$ cat config.mk
export PLATFORM = sky130hd
export DESIGN_NAME = serv_wfi_ctrl
export DESIGN_NICKNAME = d
export VERILOG_FILES = /design/src/rtl/serv_wfi_ctrl.sv
export SDC_FILE = /design/constraint.sdc
export NUM_CORES = 1
export LEC_CHECK = 0
export ABC_AREA = 0
export CORE_UTILIZATION = 49
export CTS_CLUSTER_DIAMETER = 30
export DETAILED_ROUTE_END_ITERATION = 8
export GPL_TIMING_DRIVEN = 0
export PLACE_DENSITY = 0.78
export SKIP_LAST_GASP = 1
export SYNTH_ARGS = -nofsm -noshare
export SYNTH_HDL_FRONTEND = slang
export SYNTH_SLANG_ARGS = --single-unit
$ cat constraint.sdc
create_clock -name i_clk -period 2.3 [get_ports i_clk]
set_clock_uncertainty 0.15 [all_clocks]
set_input_delay 0.46 -clock i_clk [delete_from_list [all_inputs] [get_ports i_clk]]
set_output_delay 0.46 -clock i_clk [all_outputs]
set_load 0.1 [all_outputs]
$ cat src/rtl/serv_wfi_ctrl.sv
// WFI sequencer: drains the core, requests clock halt, wakes on a locally enabled irq, then retires the WFI.
// Runs on the free-running clock; records the wake cause and a saturating count of sleep cycles.
module serv_wfi_ctrl #(
    parameter     RESET_STRATEGY = "MINI",
    parameter int WAKE_DELAY     = 2,
    parameter int CNT_W          = 16
) (
    input  logic             i_clk,
    input  logic             i_rst,
    input  logic             i_wfi,
    input  logic             i_core_idle,
    input  logic             i_timer_irq,
    input  logic             i_external_irq,
    input  logic             i_mtie,
    input  logic             i_meie,
    output logic             o_sleep_req,
    output logic             o_wfi_done,
    output logic [1:0]       o_wake_cause,
    output logic [CNT_W-1:0] o_sleep_cycles,
    output logic             o_busy
);

    typedef enum logic [1:0] {
        RUN   = 2'd0,
        DRAIN = 2'd1,
        SLEEP = 2'd2,
        WAKE  = 2'd3
    } state_t;

    localparam logic [3:0] WAKE_LAST = 4'(WAKE_DELAY);

    state_t     state;
    state_t     state_nxt;
    logic [3:0] wake_cnt;
    logic       timer_pend;
    logic       ext_pend;
    logic       pend;
    logic       wake_last;
    logic       enter_wake;

    // mstatus.MIE is not consulted: WFI wakes on any locally enabled interrupt.
    assign timer_pend = i_timer_irq & i_mtie;
    assign ext_pend   = i_external_irq & i_meie;
    assign pend       = timer_pend | ext_pend;

    assign wake_last  = (state == WAKE) && (wake_cnt == WAKE_LAST);
    assign enter_wake = (state != WAKE) && (state_nxt == WAKE);
    assign o_wfi_done = wake_last;

    always_comb begin
        state_nxt = state;
        case (state)
            RUN: begin
                if (i_wfi) begin
                    state_nxt = pend ? WAKE : DRAIN;
                end
            end
            DRAIN: begin
                if (pend) begin
                    state_nxt = WAKE;
                end else if (i_core_idle) begin
                    state_nxt = SLEEP;
                end
            end
            SLEEP: begin
                if (pend) begin
                    state_nxt = WAKE;
                end
            end
            WAKE: begin
                if (wake_last) begin
                    state_nxt = RUN;
                end
            end
            default: state_nxt = RUN;
        endcase
    end

    always_ff @(posedge i_clk) begin
        if (i_rst) begin
            state       <= RUN;
            o_sleep_req <= 1'b0;
            o_busy      <= 1'b0;
        end else begin
            state       <= state_nxt;
            o_sleep_req <= (state_nxt == SLEEP);
            o_busy      <= (state_nxt != RUN);
        end
    end

    always_ff @(posedge i_clk) begin
        if (i_rst) begin
            wake_cnt <= 4'd0;
        end else if (enter_wake) begin
            wake_cnt <= 4'd0;
        end else if (state == WAKE) begin
            wake_cnt <= wake_cnt + 4'd1;
        end
    end

    // Statistics registers; left unreset when the datapath reset is stripped.
    always_ff @(posedge i_clk) begin
        if (i_rst && (RESET_STRATEGY != "NONE")) begin
            o_wake_cause   <= 2'b00;
            o_sleep_cycles <= '0;
        end else begin
            if (enter_wake) begin
                o_wake_cause <= {ext_pend, timer_pend};
            end
            if ((state == SLEEP) && !(&o_sleep_cycles)) begin
                o_sleep_cycles <= o_sleep_cycles + CNT_W'(1);
            end
        end
    end

endmodule

==> impl_metrics.py, run 1 <==
metrics = {
    "timing": {
        "setup_violations": 0,
        "rsz0062_at_grt": "false",
        "relSlewSlack": 0.364,
        "hold_viol_final": 0,
        "worst_pin_slew_ns": 0.958,
        "finalSetupTns_ns": 0,
        "min_period_ns": 2.23,
        "holdWs_ns": 0.329,
        "fin_crit_sh": 0.969,
        "finalMaxSlewViolations": 0,
        "fmax_mhz": 449,
    },
    "floorplan": {
        "fp.dieH_um": 53.9,
        "core_um2": 2520,
        "die-area_um2": 2910,
        "rows": 18,
        "io_pins": 29,
        "die_w_um": 53.9,
        "start_util": 0.524,
    },
    "worst_setup_path": {
        "cp_slowest_cell": "dlygate4sd2_1",
        "cp.required_ns": 1.69,
        "startpoint_type": "flip-flop",
        "end_kind": "output port",
        "arrival_ns": 1.62,
        "cp_top_family": "buffers and inverters",
        "worstPathCellList": "dlygate4sd2_1",
        "crit_buf_inv": 1,
        "slowest_delay_ns": 0.87,
        "path_class": "flip-flop to output port",
        "worstPathMaxFanout": 7,
    },
    "synth": {
        "ys_async_sr_fraction": 0,
        "synth_warnings": 0,
        "ys_types": 45,
        "synth_enable_flop_cells": 0,
        "ys.flop_type": "dfxtp_1",
        "avgSynthCellArea_um2": 8.87,
        "synth_cells": 149,
        "ys_ff_latch": 26,
        "syn_nets": 160,
        "ys_seq_area_frac": 0.394,
        "syn_area_um2": 1320,
    },
    "global_routing": {
        "antenna_found_initial": 0,
        "overflow": 0,
        "grt_pass1_vias": 1166,
        "track_usage": 0.241,
        "grt_pass1_wl_mm": 5.13,
        "grt_max_degree": 16,
    },
    "cells_and_area": {
        "layout_common_cells": "20 x dlygate4sd2_1, 15 x nor2_1, 15 x dfxtp_2",
        "drive_above_1_share": 0.228,
        "final_common_cell": "dlygate4sd2_1",
        "area_growth_pct": 28.6,
        "nets": 192,
        "instances_no_fill": 210,
        "antenna_cells": 0,
    },
    "route": {
        "routedWlPerCell_um": 14.5,
        "drtAntennaViolNets": 0,
        "drt-vias-per-instance": 5.94,
        "drc": 0,
        "wirelength_mm": 3.04,
        "drtIter0Drc": 24,
        "drtPass1Iterations": 5,
        "vias": 1248,
    },
    "clocking": {
        "cts_tree": "done",
        "clk_pin_slew_ns": 0.15,
        "clk_latency_ns": 0.33,
        "cts-buffers-inserted": 3,
        "ctsHtreeMaxLevel": 1,
        "cts_setup_buffers": 0,
        "cts.sinks": 26,
        "cts_root_buffer": "clkbuf_4",
        "clockBufferDepth": 2,
    },
    "worst_hold_path": {
        "min_path_type": "flip-flop to flip-flop",
    },
    "outcome": {
        "status": "finished, final reports clean",
    },
    "place": {
        "dp_hpwl_mm": 2.24,
        "port_buffers": 27,
        "place_congestion": 0.856,
        "place_inst": 206,
    },
    "flow_run": {
        "cap_violations": 0,
    },
    "power": {
        "ir_worst_vdd_mv": 0.484,
        "power.density_nw_per_um2": 551,
        "p_leak_nw": 0.693,
    },
}
## Yosys cell counts (2+ instances only)
library cell   n  area (um^2)
o311ai_0       2         17.5
or2_2          2         12.5
a311oi_1       2         17.5
inv_1          4         15.0
nor2_1        15         56.3
o41ai_1        2         17.5
ha_1           3         37.5
o21ai_0        2         10.0
dfxtp_1       26          521
nor3_1         7         35.0
nand2_1        9         33.8
mux2_2         7         78.8
a21oi_1        8         40.0
nor2b_1        7         43.8
nand3_1        9         45.0
o31ai_1        2         15.0
nor4_1         4         25.0
nand4_1        4         25.0
a211oi_1       2         15.0
nand2b_1       2         12.5
clkbuf_1       3         11.3
xor2_1         2         17.5
and4_1         2         17.5
or4_1          2         15.0
## per-layer routing
| layer | part of all wire | wire length [um] | vias up | track usage |
|---|---|---|---|---|
| met5 | 0 | 0 | - | 0 |
| li1 | - | - | 615 | - |
| met4 | 0.017 | 52 | 0 | 0.101 |
| met2 | 0.47 | 1430 | 38 | 0.416 |
| met1 | 0.46 | 1410 | 586 | 0.298 |
| met3 | 0.049 | 148 | 9 | 0.0311 |
## area by class of cell
cell class	count	area, um^2
buffer	6	31.3
clock buffer	3	22.5
clock inverter	1	30.0
fill	236	823
inverter	4	15.0
multi-input combinational	113	769
sequential	26	547
tap	30	37.5
timing repair buffer	27	246
## final timing paths
kind | slack, ns | start | cells after the start | end
worst min register to register | 0.33 | o_wake_cause[1] | 2 | o_wake_cause[1]
worst max-delay path | 0.07 | o_sleep_cycles[2] | 1 | o_sleep_cycles[2]
worst min-delay path | 0.33 | o_wake_cause[1] | 2 | o_wake_cause[1]
worst max register to register | 0.29 | o_sleep_cycles[0] | 6 | o_sleep_cycles[14]
## repair_timing
item	CTS	global route
resized for setup	23	5
hold buffers	0	0
setup endpoints to repair	21	1
pin swaps	0	0
## power breakdown
part / internal, W / leakage [nW] / switching (W) / total [W]
combinational: 0.0000444 / 0.445 / 0.0000976 / 0.000142
clock: 0.000176 / 0.0279 / 0.000140 / 0.000316
sequential: 0.000463 / 0.220 / 0.0000149 / 0.000478
total: 0.000684 / 0.693 / 0.000252 / 0.000936
## sequential cells by signal, summed over array words and instances (netlist names)
| signal | count |
|---|---|
| o_sleep_cycles | 16 |
| wake_cnt | 4 |
| o_wake_cause | 2 |
| state | 2 |
| o_busy | 1 |
| o_sleep_req | 1 |
## worst reg2reg max path: stages, from the launching register on
cell	delay (ns)
dfxtp_4	0.40
ha_1	0.21
nand3_1	0.13
or2_1	0.23
buf_6	0.14
nor4_1	0.27
mux2_2	0.37
## stage by stage
| step | setup slack [ns] | instance area (um^2) | power, W | utilization |
|---|---|---|---|---|
| finish | 0.0709 | 1700 | 0.000936 | 0.674 |
| global route | 0.0165 | 1700 | 0.000974 | 0.674 |
| CTS | -0.181 | 1700 | 0.000939 | 0.674 |
| detailed placement | -0.375 | 1670 | 0.000634 | 0.662 |
| global placement | -0.361 | 1670 | 0.000629 | 0.662 |
| floorplan | 0.0360 | 1360 | 0.000591 | - |
## logic make-up (layout without fill, tap and decap cells)
logic type	after synthesis	in the layout	synth area share
and+or+nand+nor	73	73	0.320
AOI/OAI and AO/OA	26	26	0.135
DFF	26	26	0.394
buffers and inverters	10	41	0.0350
muxes	8	8	0.0672
adders and majority gates	3	3	0.0284
xor gates and xnor gates	3	3	0.0199
Note: power is estimated with default switching activity, not from simulation.
==> run 2, diff against run 1 <==
- CORE_UTILIZATION: 49 -> 52
- CTS_BUF_LIST: not set -> sky130_fd_sc_hd__clkbuf_8
- PLACE_DENSITY: 0.78 -> 0.82
- SKIP_CTS_REPAIR_TIMING: not set -> 1
- TNS_END_PERCENT: not set -> 50
==> impl_metrics.py, run 2 (synthesis gave the netlist of run 1 again) <==
metrics = {
    "route": {
        "drtIter0Drc": 38,
        "vias": 1273,
        "routedWlPerCell_um": 15.8,
        "wirelength_mm": 3.30,
        "drtPass1Iterations": 5,
        "drc": 0,
        "drtAntennaViolNets": 0,
        "drt-vias-per-instance": 6.12,
    },
    "cells_and_area": {
        "antenna_cells": 0,
        "nets": 192,
        "final_core_util": 0.764,
        "n_fill_cell": 169,
        "final_common_cell": "clkdlybuf4s50_1",
        "instances_no_fill": 208,
        "final_area_um2": 1760,
        "drive_above_1_share": 0.222,
        "area_growth_pct": 32.9,
        "top_register": "o_sleep_cycles",
        "reg.largest.list": "o_sleep_cycles x16, wake_cnt x4",
        "largest_register_ff_count": 16,
        "layout_common_cells": "17 x clkdlybuf4s50_1, 15 x nor2_1, 14 x dfxtp_2, 10 x dfxtp_1",
    },
    "power": {
        "p_int_w": 0.000745,
        "p_clk_frac": 0.381,
        "switching_share": 0.263,
        "power.density_nw_per_um2": 576,
        "power_switching_w": 0.000266,
        "combPwrFrac": 0.146,
        "seq_power_share": 0.473,
        "p_leak_nw": 0.775,
        "ir_worst_vdd_mv": 0.524,
    },
    "place": {
        "place_congestion": 0.811,
        "port_buffers": 27,
        "dpl_cell_area_um2": 1670,
        "pre_cts_slack_ns": -0.397,
        "dp_hpwl_mm": 2.32,
        "place_inst": 204,
    },
    "worst_setup_path": {
        "cp_slowest_cell": "clkdlybuf4s50_1",
        "arrival_ns": 1.81,
        "worstPathMaxFanout": 5,
        "slowest_delay_ns": 1.15,
        "startpoint_type": "flip-flop",
        "worstPathCellList": "clkdlybuf4s50_1",
        "cp_top_family": "buffers and inverters",
        "rrSetupSlack_ns": 0.26,
        "end_kind": "output port",
        "cp.required_ns": 1.69,
        "path_class": "flip-flop to output port",
        "crit_buf_inv": 1,
    },
    "timing": {
        "fmax_mhz": 413,
        "holdWs_ns": 0.342,
        "hold_viol_final": 0,
        "fin_crit_sh": 1.05,
        "relSlewSlack": 0.339,
        "layout_setup_ws_ns": -0.119,
        "worst_pin_slew_ns": 0.990,
        "finalMaxSlewViolations": 0,
        "min_period_ns": 2.42,
        "rsz0062_at_grt": "true",
        "setup_violations": 12,
    },
    "floorplan": {
        "die_w_um": 52.4,
        "core_um2": 2300,
        "die-area_um2": 2750,
        "rows": 17,
        "start_util": 0.575,
        "fp.dieH_um": 52.4,
        "io_pins": 29,
    },
    "clocking": {
        "cts-buffers-inserted": 3,
        "clk_latency_ns": 0.28,
        "clockBufferDepth": 2,
        "cts.sinks": 26,
        "ctsHtreeMaxLevel": 1,
        "cts_tree": "done",
        "clk_pin_slew_ns": 0.10,
        "cts_root_buffer": "clkbuf_8",
    },
    "outcome": {
        "status": "complete, but fails checks",
        "violations": "setup timing",
    },
    "global_routing": {
        "antenna_found_initial": 0,
        "grt_pass1_vias": 1210,
        "track_usage": 0.266,
        "overflow": 0,
        "grt_pass1_wl_mm": 5.29,
        "grt_max_degree": 16,
    },
    "flow_run": {
        "cap_violations": 0,
    },
    "worst_hold_path": {
        "min_path_type": "flip-flop to flip-flop",
    },
}
## run 2: power groups by stage
stage / Sequential, W / Clock [W] / Combinational, W
floorplan: 0.000537 / 0 / 0.0000545
global placement: 0.000486 / 0 / 0.000142
detailed placement: 0.000488 / 0 / 0.000146
CTS: 0.000478 / 0.000386 / 0.000148
global route: 0.000480 / 0.000401 / 0.000157
finish: 0.000478 / 0.000386 / 0.000147
## run 2: metrics by stage
| stage | total power (W) | TNS, ns |
|---|---|---|
| after floorplan | 0.000591 | -0.00261 |
| after global placement | 0.000628 | -0.364 |
| after detailed placement | 0.000634 | -0.397 |
| after CTS | 0.00101 | -2.71 |
| after global routing | 0.00104 | -1.28 |
| final | 0.00101 | -0.878 |
## run 2: layer usage
metal  wire, um  GRT usage
met1       1390      0.321
met2       1620      0.432
met5          0          0
met3        193     0.0348
met4         93      0.184
## run 2: worst paths after layout
path,start,end,cells after the start
setup reg to reg,o_sleep_cycles[0],o_sleep_cycles[6],6
hold / removal,o_wake_cause[1],o_wake_cause[1],2
setup / recovery,o_sleep_cycles[10],o_sleep_cycles[10],1
hold reg to reg,o_wake_cause[1],o_wake_cause[1],2
## run 2: layout make-up
cell class              count  area [um^2]  area share
multi-input cells         113          769       0.438
flip-flops and latches     26          546       0.311
repair buffers             27          288       0.164
clock buffers               3         41.3      0.0235
well taps                  28         35.0      0.0200
plain buffers               6         31.3      0.0178
clock inverters             1         30.0      0.0171
inverters                   4         15.0     0.00855
## run 2: worst min-delay path, delay by kind of cell, from the launching register on
kind	cells	cell delay (ns)
and+or+nand+nor	1	0.07
DFF	1	0.32
AOI/OAI and AO/OA	1	0.06
